File: src/rtl/axis_ahb_bridge.sv
// AXI-Stream to AHB-Lite DMA-style bridge: stores inbound packets into AHB memory
// at consecutive word addresses and streams configured AHB regions back out.
module axis_ahb_bridge #(
   parameter int ADDR_WIDTH = 10,
   parameter int DATA_WIDTH = 32
) (
   input  logic                      clk_i,
   input  logic                      cke_i,
   input  logic                      arst_i,
   input  logic                      in_axis_tvalid_i,
   output logic                      in_axis_tready_o,
   input  logic [DATA_WIDTH-1:0]     in_axis_tdata_i,
   input  logic                      in_axis_tlast_i,
   output logic                      out_axis_tvalid_o,
   input  logic                      out_axis_tready_i,
   output logic [DATA_WIDTH-1:0]     out_axis_tdata_o,
   output logic                      out_axis_tlast_o,
   input  logic [ADDR_WIDTH-1:0]     config_in_addr_i,
   input  logic                      config_in_valid_i,
   output logic                      config_in_ready_o,
   input  logic [ADDR_WIDTH-1:0]     config_out_addr_i,
   input  logic [ADDR_WIDTH-1:0]     config_out_length_i,
   input  logic                      config_out_valid_i,
   output logic                      config_out_ready_o,
   output logic                      busy_o,
   output logic [ADDR_WIDTH-1:0]     m_ahb_addr_o,
   output logic [2:0]                m_ahb_burst_o,
   output logic                      m_ahb_mastlock_o,
   output logic [3:0]                m_ahb_prot_o,
   output logic [2:0]                m_ahb_size_o,
   output logic [1:0]                m_ahb_trans_o,
   output logic [DATA_WIDTH-1:0]     m_ahb_wdata_o,
   output logic [DATA_WIDTH/8-1:0]   m_ahb_wstrb_o,
   output logic                      m_ahb_write_o,
   input  logic [DATA_WIDTH-1:0]     m_ahb_rdata_i,
   input  logic                      m_ahb_readyout_i,
   input  logic                      m_ahb_resp_i,
   output logic                      m_ahb_sel_o
);

   localparam logic [ADDR_WIDTH-1:0] ADDR_STEP = ADDR_WIDTH'(DATA_WIDTH / 8);
   localparam logic [ADDR_WIDTH-1:0] ADDR_ZERO = {ADDR_WIDTH{1'b0}};
   localparam logic [ADDR_WIDTH-1:0] ADDR_ONE  = {{(ADDR_WIDTH-1){1'b0}}, 1'b1};
   localparam logic [2:0]            HSIZE     = 3'($clog2(DATA_WIDTH / 8));

   typedef enum logic [2:0] {
      ST_IDLE    = 3'd0,
      ST_WR_WAIT = 3'd1,
      ST_WR_ADDR = 3'd2,
      ST_WR_DATA = 3'd3,
      ST_RD_ADDR = 3'd4,
      ST_RD_DATA = 3'd5,
      ST_RD_OUT  = 3'd6
   } state_t;

   state_t                  state_r;
   state_t                  state_s;
   logic [ADDR_WIDTH-1:0]   addr_r;
   logic [ADDR_WIDTH-1:0]   len_r;
   logic [ADDR_WIDTH-1:0]   cnt_r;
   logic [DATA_WIDTH-1:0]   wdata_r;
   logic                    last_r;
   logic [DATA_WIDTH-1:0]   rdata_r;
   logic                    rd_last_s;
   logic                    unused_resp_s;

   // Bus errors complete like normal transfers, so HRESP carries no information here.
   assign unused_resp_s = m_ahb_resp_i;
   assign rd_last_s     = (cnt_r == (len_r - ADDR_ONE));

   // State register; reset is honoured only on enabled edges.
   always_ff @(posedge clk_i) begin
      if (!cke_i) begin
         state_r <= state_r;
      end else if (arst_i) begin
         state_r <= ST_IDLE;
      end else begin
         state_r <= state_s;
      end
   end

   // Next-state decode; a simultaneous write request takes priority over a read.
   always_comb begin
      state_s = state_r;
      case (state_r)
         ST_IDLE: begin
            if (config_in_valid_i) begin
               state_s = ST_WR_WAIT;
            end else if (config_out_valid_i && (config_out_length_i != ADDR_ZERO)) begin
               state_s = ST_RD_ADDR;
            end else begin
               state_s = ST_IDLE;
            end
         end
         ST_WR_WAIT: state_s = in_axis_tvalid_i ? ST_WR_ADDR : ST_WR_WAIT;
         ST_WR_ADDR: state_s = m_ahb_readyout_i ? ST_WR_DATA : ST_WR_ADDR;
         ST_WR_DATA: begin
            if (m_ahb_readyout_i) begin
               state_s = last_r ? ST_IDLE : ST_WR_WAIT;
            end else begin
               state_s = ST_WR_DATA;
            end
         end
         ST_RD_ADDR: state_s = m_ahb_readyout_i ? ST_RD_DATA : ST_RD_ADDR;
         ST_RD_DATA: state_s = m_ahb_readyout_i ? ST_RD_OUT : ST_RD_DATA;
         ST_RD_OUT: begin
            if (out_axis_tready_i) begin
               state_s = rd_last_s ? ST_IDLE : ST_RD_ADDR;
            end else begin
               state_s = ST_RD_OUT;
            end
         end
         default: state_s = ST_IDLE;
      endcase
   end

   // Job datapath: address, length/count and the single-word data holding registers.
   always_ff @(posedge clk_i) begin
      if (!cke_i) begin
         addr_r  <= addr_r;
      end else if (arst_i) begin
         addr_r  <= ADDR_ZERO;
         len_r   <= ADDR_ZERO;
         cnt_r   <= ADDR_ZERO;
         wdata_r <= {DATA_WIDTH{1'b0}};
         last_r  <= 1'b0;
         rdata_r <= {DATA_WIDTH{1'b0}};
      end else begin
         case (state_r)
            ST_IDLE: begin
               if (config_in_valid_i) begin
                  addr_r <= config_in_addr_i;
               end else if (config_out_valid_i) begin
                  addr_r <= config_out_addr_i;
                  len_r  <= config_out_length_i;
                  cnt_r  <= ADDR_ZERO;
               end else begin
                  addr_r <= addr_r;
               end
            end
            ST_WR_WAIT: begin
               if (in_axis_tvalid_i) begin
                  wdata_r <= in_axis_tdata_i;
                  last_r  <= in_axis_tlast_i;
               end else begin
                  wdata_r <= wdata_r;
               end
            end
            ST_WR_DATA: begin
               if (m_ahb_readyout_i && !last_r) begin
                  addr_r <= addr_r + ADDR_STEP;
               end else begin
                  addr_r <= addr_r;
               end
            end
            ST_RD_DATA: begin
               if (m_ahb_readyout_i) begin
                  rdata_r <= m_ahb_rdata_i;
               end else begin
                  rdata_r <= rdata_r;
               end
            end
            ST_RD_OUT: begin
               if (out_axis_tready_i) begin
                  cnt_r <= cnt_r + ADDR_ONE;
                  if (!rd_last_s) begin
                     addr_r <= addr_r + ADDR_STEP;
                  end else begin
                     addr_r <= addr_r;
                  end
               end else begin
                  cnt_r <= cnt_r;
               end
            end
            default: addr_r <= addr_r;
         endcase
      end
   end

   assign config_in_ready_o  = (state_r == ST_IDLE);
   assign config_out_ready_o = (state_r == ST_IDLE) & ~config_in_valid_i;
   assign busy_o             = (state_r != ST_IDLE);
   assign in_axis_tready_o   = (state_r == ST_WR_WAIT);
   assign out_axis_tvalid_o  = (state_r == ST_RD_OUT);
   assign out_axis_tlast_o   = (state_r == ST_RD_OUT) & rd_last_s;
   assign out_axis_tdata_o   = rdata_r;

   assign m_ahb_addr_o     = addr_r;
   assign m_ahb_burst_o    = 3'b000;
   assign m_ahb_mastlock_o = 1'b0;
   assign m_ahb_prot_o     = 4'b0011;
   assign m_ahb_size_o     = HSIZE;
   assign m_ahb_trans_o    = ((state_r == ST_WR_ADDR) || (state_r == ST_RD_ADDR)) ? 2'b10 : 2'b00;
   assign m_ahb_write_o    = (state_r == ST_WR_ADDR);
   assign m_ahb_wdata_o    = wdata_r;
   assign m_ahb_wstrb_o    = {(DATA_WIDTH/8){1'b1}};
   assign m_ahb_sel_o      = (state_r == ST_WR_ADDR) || (state_r == ST_WR_DATA) ||
                             (state_r == ST_RD_ADDR) || (state_r == ST_RD_DATA);

endmodule

File: config.mk
export PLATFORM = sky130hd
export DESIGN_NAME = axis_ahb_bridge
export DESIGN_NICKNAME = d
export VERILOG_FILES = /design/src/rtl/axis_ahb_bridge.sv
export SDC_FILE = /design/constraint.sdc
export NUM_CORES = 1
export LEC_CHECK = 0
export ABC_AREA = 1
export BUFFER_PORTS_ARGS = -buffer_cell sky130_fd_sc_hd__buf_2
export CORE_MARGIN = 4
export CORE_UTILIZATION = 30
export CTS_CLUSTER_DIAMETER = 200
export DETAILED_ROUTE_END_ITERATION = 10
export PLACE_DENSITY = 0.54
export SYNTH_ARGS = -nofsm -noshare
export SYNTH_HDL_FRONTEND = slang
export SYNTH_SLANG_ARGS = --single-unit
File: constraint.sdc
create_clock -name clk_i -period 3.8 [get_ports clk_i]
set_input_delay 0.38 -clock clk_i [delete_from_list [all_inputs] [get_ports clk_i]]
set_output_delay 0.38 -clock clk_i [all_outputs]
set_load 0.05 [all_outputs]
==> results.yml, run 1 <==
status:
  status: "finished, final reports clean"
global_routing:
  grt_pass1_wl_mm: 19.2
  grt_pass1_vias: 3856
  grtUsageTotal_pct: 13.3
  antenna_found_initial: 1
  grt_max_degree: 78
  gr-total-overflow: 0
finish:
  antenna_cells: 0
  layout-drive-gt1-share_pct: 32.1
  area_delta_synth_final_pct: 27.7
  num-nets-final: 815
  n_fill_cell: 1641
timing:
  maxSlewHeadroom_pct: 26.0
  tightest_slew_ns: 1.11
  fin_ws_ns: 1.21
  rsz0062_at_grt: "no"
  post-route-period-util_pct: 68.2
  layout_min_cycle_time_ns: 2.59
  finalMaxSlewViolations: 0
  setup_viol: 0
  fmax_ghz: 0.386
  skew_ns: 0.00518
  fin_tns_setup_ns: 0
  finalHoldViolCount: 0
setup_path:
  r2r_start: "state_r[2]"
  path_cells: "inv_1, ha_1, nand2_1, nand2_1, nand2_1, nand2_1, nand3_1, nor2_2, nand3_2, nor2_1, buf_2"
  criticalPathCategory: "flip-flop to primary output"
  crit_required_ns: 3.42
  slowest_delay_ns: 0.44
  crit_family: "simple AND/OR/NAND/NOR gates"
  cp-startpoint: "len_r[0]"
  timing.critical_path.mode_cell: "nand2_1"
  cp.arrival_ns: 2.21
  cp-end-kind: "primary output"
  cp_slowest_cell: "edfxtp_1"
  path_buf_inv: 2
  critPathMaxFanout: 4
  crit_path_start_kind: "flip-flop"
yosys:
  synthSimpleGateAreaFrac_pct: 20.4
  syn_avg_cell_area_um2: 9.42
  synth_top_family_by_area: "simple AND/OR/NAND/NOR gates"
  synthXorXnorAreaFrac_pct: 2.48
  syn_inst: 526
  synthMuxAreaShare_pct: 0
  synth_area_leaders: "edfxtp_1 59%, inv_1 8.1%, nor2_1 8.0%, nand2_1 6.1%, buf_4 2.6%"
  syn_area_um2: 4950
  synth.distinct_cells: 37
  async_reset_ff_share_pct: 0
  synth_adder_area_share_pct: 0.758
  synth-seq-cells: 98
  yosysSeqAreaShare_pct: 59.4
  ys_warn_count: 0
  synthFlopType: "edfxtp_1"
  yosys.area.top_type: "edfxtp_1"
  synth_most_common_cell: "inv_1"
  synth_compound_area_share_pct: 4.70
  synth_commonest_cells: "107 x inv_1, 105 x nor2_1, 98 x edfxtp_1"
  synth_edf_count: 98
  synth_top_cell_area_share_pct: 59.4
placed_design:
  place_ws_ns: 1.37
  dpl.hpwl_mm: 9.57
  io_buffers: 185
  gp_congestion: 0.805
floorplan:
  die_area_um2: 18600
  ios: 203
  die-width_um: 136
  fp.dieH_um: 136
  start_util_pct: 30.8
  num_rows: 46
  core_area_um2: 16100
power_and_ir_drop:
  seq_power_share_pct: 48.6
  clock_power_share_pct: 32.0
  power.density_nw_per_um2: 422
  switching_power_uw: 828
  max-vdd-ir-drop_mv: 0.198
  netSwitchingFraction_pct: 31.0
  p_comb_share_pct: 19.4
  p_leak_uw: 0.00305
  total_power_uw: 2670
  power.internal_uw: 1840
clocking:
  clk_pin_slew_worst_paths_ns: 0.07
  cts_hold_buf: 0
  cts.path.max_buffers: 2
  cts_tree: "yes"
  cts_setup_buffers: 0
  h-tree-depth: 3
  worstSkewPairLatency_ns: 0.35
  clock-root-buffer: "clkbuf_16"
  clock_sinks: 98
  numCtsBuffers: 9
  post_cts_resized: 0
route:
  vias: 3908
  drt_iter0_drc: 188
  vias_per_cell: 4.21
  drt_pass1_iterations: 4
  wl_per_cell_um: 13.3
  drc: 0
  ant_nets: 0
  wirelength_mm: 12.4
run:
  drv_cap: 0
hold_path:
  hold_path_startpoint: "m_ahb_rdata_i[8]"
  hp-class: "primary input to flip-flop"
==> layer usage <==
metal	vias to the layer above	GRT usage (%)	share of wire [%]
met1	1788	14.7	39
met3	13	5.22	7.8
met4	2	5.04	1.4
li1	1995	-	-
met2	110	22.9	52
met5	-	0	0.10
==> worst register-to-register path, cell delays in order, from the launching register on <==
cell and delay, ns:
edfxtp_1 0.49, nor3_1 0.36, nand2_1 0.19, a21oi_4 0.89
==> logic make-up after synthesis <==
family,Yosys count
buf+inv,140
flops,98
simple gates,228
other cells,2
compound gates,41
fa+ha+maj,3
xor+xnor,14
==> metrics by stage <==
stage	instances	cell area (µm²)	hold slack [ns]	utilization, %
2_1_floorplan	540	5010	0.492	-
3_3_place_gp	913	6050	0.634	37.7
3_5_place_dp	913	6050	0.648	37.7
4_1_cts	929	6320	0.299	39.4
5_1_grt	929	6320	0.308	39.4
6_report	929	6320	0.316	39.4
==> layout by cell type (no fill, tap or decap), types with 4 or more instances in the layout <==
cell type,n
nand2_1,80
nand4_1,6
edfxtp_1,98
xnor2_1,7
nand3_1,10
nor2_2,8
nor2_1,104
a21oi_1,13
inv_1,107
o21ai_0,13
buf_2,185
clkbuf_16,9
nor3_1,4
a31oi_1,6
conb_1,16
xor2_1,7
==> area by class of cell <==
cell class	count	area [µm²]	share of cell area, %
sequential	98	2940	46.5
multi-input combinational	302	1480	23.4
timing repair buffer	188	948	15.0
inverter	109	409	6.47
tap	216	270	4.27
clock buffer	10	229	3.62
clock inverter	6	43.8	0.693
==> power by group through the flow <==
stage               Combinational, µW  Clock [µW]  Sequential [µW]
floorplan                         240           0             1460
global placement                  515           0             1320
detailed placement                523           0             1320
CTS                               524         880             1300
global route                      562         925             1300
finish                            518         855             1300
==> worst paths after layout <==
check                        endpoint  slack (ns)  cells past startpoint
setup / recovery     out_axis_tlast_o        1.21                     11
hold / removal    out_axis_tdata_o[8]        0.32                      3
setup reg to reg    m_ahb_wdata_o[31]        1.47                      3
hold reg to reg       m_ahb_addr_o[2]        0.65                      1
==> registers in the layout, indices dropped and copies added, names as in the netlist <==
register,count
cnt_r,10
last_r,1
len_r,10
m_ahb_addr_o,10
m_ahb_wdata_o,32
out_axis_tdata_o,32
state_r,3
No activity file was read; power rests on OpenSTA's default activity.
==> run 2, diff against run 1 <==
clock period = 2.6 ns   (was 3.8 ns; I/O delays follow)
==> run 2 against run 1 <==
Core utilization increased by 0.53 points; clock power increased by 56%; via count increased by 2.8%; hold slack got worse by 0.13 ns; largest power group unchanged; clock skew increased by 0.0020 ns; global-route usage about the same; sequential power increased by 46%; register-to-register slack got worse by 1.0 ns; wire length decreased by 0.60%.
==> results.yml, run 2 (synthesis results as in run 1) <==
floorplan:
  die-width_um: 136
  num_rows: 46
  die_area_um2: 18600
  ios: 203
  core_area_um2: 16100
  start_util_pct: 30.8
  fp.dieH_um: 136
timing:
  maxSlewHeadroom_pct: 57.0
  fmax_ghz: 0.413
  post-route-period-util_pct: 93.0
  finalMaxSlewViolations: 0
  finalHoldViolCount: 0
  setup_viol: 0
  layout_min_cycle_time_ns: 2.42
  holdWs_ns: 0.191
  tightest_slew_ns: 0.645
  rsz0062_at_grt: "no"
  skew_ns: 0.00722
setup_path:
  critPathMaxFanout: 4
  cp-end-kind: "primary output"
  crit_required_ns: 2.34
  criticalPathCategory: "flip-flop to primary output"
  cp.arrival_ns: 2.16
  crit_path_start_kind: "flip-flop"
placed_design:
  gp_congestion: 0.785
  dpl.hpwl_mm: 9.62
  io_buffers: 185
  dp.cells: 918
clocking:
  clk_pin_slew_worst_paths_ns: 0.07
  clock_sinks: 98
  clock-root-buffer: "clkbuf_16"
  numCtsBuffers: 9
  cts_setup_buffers: 0
  worstSkewPairLatency_ns: 0.34
  cts.path.max_buffers: 2
  cts_tree: "yes"
  h-tree-depth: 3
route:
  vias_per_cell: 4.30
  drt_pass1_iterations: 4
  wirelength_mm: 12.3
  wl_per_cell_um: 13.2
  vias: 4017
  drt_iter0_drc: 137
  drc: 0
  ant_nets: 0
finish:
  layout-drive-gt1-share_pct: 32.7
  final_cell_mix: "184 x buf_2, 107 x inv_1, 104 x nor2_1"
  final_cells: 934
  final_common_cell: "buf_2"
  area_delta_synth_final_pct: 29.4
  n_fill_cell: 1619
  num-nets-final: 820
  antenna_cells: 0
power_and_ir_drop:
  p_leak_uw: 0.00309
  max-vdd-ir-drop_mv: 0.329
  power.density_nw_per_um2: 623
global_routing:
  grt_pass1_wl_mm: 19.5
  grtUsageTotal_pct: 13.2
  antenna_found_initial: 0
  gr-total-overflow: 0
  grt_pass1_vias: 4153
  grt_max_degree: 65
hold_path:
  hp-class: "primary input to flip-flop"
status:
  status: "finished, final reports clean"
run:
  drv_cap: 0
[run 2: cell types whose count changed in the layout (fill, tap and decap cells not counted), sizes merged]
cell,change
inv,+1
clkinvlp,-1
bufinv,+1
buf,+4
[run 2: through the flow]
| step | setup WS [ns] | utilization (%) | TNS, ns | instance area (µm²) | total power, µW |
|---|---|---|---|---|---|
| 5_1_grt | 0.00442 | 39.9 | 0 | 6410 | 4180 |
| 3_3_place_gp | 0.532 | 38.1 | 0 | 6110 | 2690 |
| 6_report | 0.181 | 39.9 | 0 | 6410 | 3990 |
| 3_5_place_dp | 0.454 | 38.1 | 0 | 6110 | 2700 |
| 4_1_cts | 0.114 | 39.9 | 0 | 6410 | 4050 |
| 2_1_floorplan | -0.0478 | - | -0.478 | 5030 | 2490 |
[run 2: power breakdown]
part | leakage (µW) | switching (µW) | total, µW | internal [µW]
sequential | 0.000951 | 48.9 | 1900 | 1850
clock | 0.000145 | 586 | 1330 | 745
combinational | 0.00199 | 565 | 766 | 201
[run 2: critical path, stage by stage, from the launching register on]
cell	delay (ns)
edfxtp_1	0.44
inv_1	0.16
ha_1	0.22
nand2_1	0.13
nand2_1	0.10
nand2_1	0.05
nand2_1	0.05
nand3_1	0.09
nor2_2	0.10
nand3_2	0.10
nor2_1	0.12
clkbuf_4	0.25
[run 2: final cells by class]
type	instances	area (µm²)	share of cell area, %
clock buffer	9	225	3.51
multi-input combinational	302	1490	23.3
inverter	109	409	6.38
tap	216	270	4.22
clock inverter	7	68.8	1.07
sequential	98	2940	45.9
timing repair buffer	193	1000	15.6
[run 2: final timing paths]
path                                         from  slack, ns  cells past startpoint                    to
worst max-delay path                     len_r[0]       0.18                     11      out_axis_tlast_o
worst min-delay path            m_ahb_rdata_i[12]       0.19                      3  out_axis_tdata_o[12]
worst min register to register    m_ahb_addr_o[2]       0.65                      1       m_ahb_addr_o[2]
worst max register to register           len_r[0]       0.45                      9       m_ahb_addr_o[3]
[run 2: what timing repair did]
item / 4_1_cts / 5_1_grt
endpoints found under the setup margin: 0 / 1
hold buffers: 0 / 0
gates resized for setup: 0 / 1
[run 2: per-layer routing]
layer	share of wire, %	GRT usage, %	routed length, µm
met5	0	0	0
met4	3.0	6.83	375
met3	7.2	4.23	892
met2	51	23.2	6330
met1	38	14.2	4730
==> run 3, diff against run 2 <==
PLACE_DENSITY = 0.55   (was 0.54)
==> run 3 against run 2 <==
Hold slack better by 0.0030 ns; worst setup slack better by 0.085 ns; first-iteration DRC count rose by 28%; critical path depth unchanged; clock-buffer cell count grew 1; sequential power hardly changed; core utilization is essentially flat; clock skew decreased by 0.0026 ns; non-clock buffer count grew 1; global-route usage is essentially flat; final area hardly changed; register-to-register slack improved by 0.03 ns.
==> results.yml, run 3 (synthesis results as in run 1) <==
timing:
  finalHoldViolCount: 0
  maxSlewHeadroom_pct: 63.5
  setup_viol: 0
  layout_min_cycle_time_ns: 2.33
  fin_ws_ns: 0.266
  post-route-period-util_pct: 89.8
  fin_tns_setup_ns: 0
  finalMaxSlewViolations: 0
  rsz0062_at_grt: "no"
  fmax_ghz: 0.428
  tightest_slew_ns: 0.547
  skew_ns: 0.00465
clocking:
  clk_pin_slew_worst_paths_ns: 0.06
  cts_setup_buffers: 0
  clock_sinks: 98
  numCtsBuffers: 9
  cts_tree: "yes"
  cts.path.max_buffers: 2
  worstSkewPairLatency_ns: 0.34
  clock-root-buffer: "clkbuf_16"
  h-tree-depth: 3
global_routing:
  grt_pass1_wl_mm: 19.1
  grt_pass1_vias: 3846
  gr-total-overflow: 0
  met2_usage_pct: 22.2
  antenna_found_initial: 0
  grt_use_met1_pct: 15.4
  busiest_layer: "met2"
  grt_max_degree: 41
  use_met3_pct: 5.44
  grtUsageTotal_pct: 13.3
power_and_ir_drop:
  power.density_nw_per_um2: 618
  p_leak_uw: 0.00308
  max-vdd-ir-drop_mv: 0.349
floorplan:
  die_area_um2: 18600
  num_rows: 46
  core_area_um2: 16100
  fp.dieH_um: 136
  die-width_um: 136
  ios: 203
  start_util_pct: 30.8
route:
  vias: 3880
  drt_pass1_iterations: 4
  wl_per_cell_um: 12.8
  wirelength_mm: 12.0
  drt_iter0_drc: 176
  drc: 0
  ant_nets: 0
  vias_per_cell: 4.15
placed_design:
  dpl.hpwl_mm: 9.40
  gp_congestion: 0.814
  io_buffers: 185
  place_ws_ns: 0.463
setup_path:
  crit_path_start_kind: "flip-flop"
  criticalPathCategory: "flip-flop to primary output"
  cp.arrival_ns: 2.07
  cp-end-kind: "primary output"
  crit_required_ns: 2.34
  critPathMaxFanout: 4
run:
  drv_cap: 0
hold_path:
  hp-class: "primary input to flip-flop"
finish:
  regArea_um2: 2940
  final_cell_mix: "184 x buf_2, 107 x inv_1, 103 x nor2_1"
  antenna_cells: 0
  n_fill_cell: 1651
  layout-drive-gt1-share_pct: 32.8
  final_common_cell: "buf_2"
  num-nets-final: 821
  multi_input_area_um2: 1490
  area_delta_synth_final_pct: 29.5
status:
  status: "finished, final reports clean"
## run 3: cell types whose count changed in the layout (fill, tap and decap cells not counted), sizes merged
cell,delta
clkinvlp,+2
clkinv,-2
inv,-1
buf,+2
## run 3: final timing paths
kind | slack, ns | cells after the start | end | from
worst max-delay path | 0.27 | 11 | out_axis_tlast_o | len_r[0]
worst min-delay path | 0.19 | 3 | m_ahb_wdata_o[11] | in_axis_tdata_i[11]
worst max register to register | 0.48 | 9 | m_ahb_addr_o[2] | len_r[0]
worst min register to register | 0.65 | 1 | m_ahb_addr_o[2] | m_ahb_addr_o[2]
## run 3: per-layer routing
| layer | wire length [µm] | up-vias |
|---|---|---|
| li1 | - | 2004 |
| met1 | 4790 | 1748 |
| met2 | 6040 | 116 |
| met3 | 1020 | 12 |
| met4 | 154 | 0 |
| met5 | 0 | - |
## run 3: final cells by class
cell class | instances | share of cell area, %
timing repair buffer | 194 | 15.8
sequential | 98 | 45.9
tap | 216 | 4.21
inverter | 109 | 6.38
clock buffer | 10 | 3.57
multi-input combinational | 302 | 23.3
clock inverter | 6 | 0.897
## run 3: through the flow
step | area (µm²) | hold WS, ns | instances | power, µW | utilization (%)
after floorplan | 5030 | 0.372 | 540 | 2490 | -
after global placement | 6120 | 0.539 | 919 | 2700 | 38.1
after detailed placement | 6120 | 0.547 | 919 | 2700 | 38.1
after CTS | 6410 | 0.176 | 935 | 4020 | 39.9
after global routing | 6410 | 0.186 | 935 | 4150 | 39.9
final | 6410 | 0.194 | 935 | 3960 | 39.9
## run 3: critical path, cell delays in order (launching register included)
cell and delay (ns):
edfxtp_1 0.44, inv_1 0.15, ha_1 0.22, nand2_1 0.12, nor2_1 0.10, nand2_1 0.06
nand2_1 0.06, nand2_1 0.06, nor2_2 0.11, nand3_2 0.11, nor2_2 0.13, buf_6 0.17
## run 3: what timing repair did
| item | 4_1_cts | 5_1_grt |
|---|---|---|
| gates resized for setup | 0 | 4 |
| hold buffers | 0 | 0 |
| setup endpoints to repair | 0 | 1 |
| hold endpoints to repair | 0 | 0 |
## run 3: power breakdown
| group | internal [µW] | switching, µW | leakage [µW] |
|---|---|---|---|
| combinational | 201 | 561 | 0.00200 |
| clock | 738 | 568 | 0.000134 |
| sequential | 1850 | 47.5 | 0.000951 |
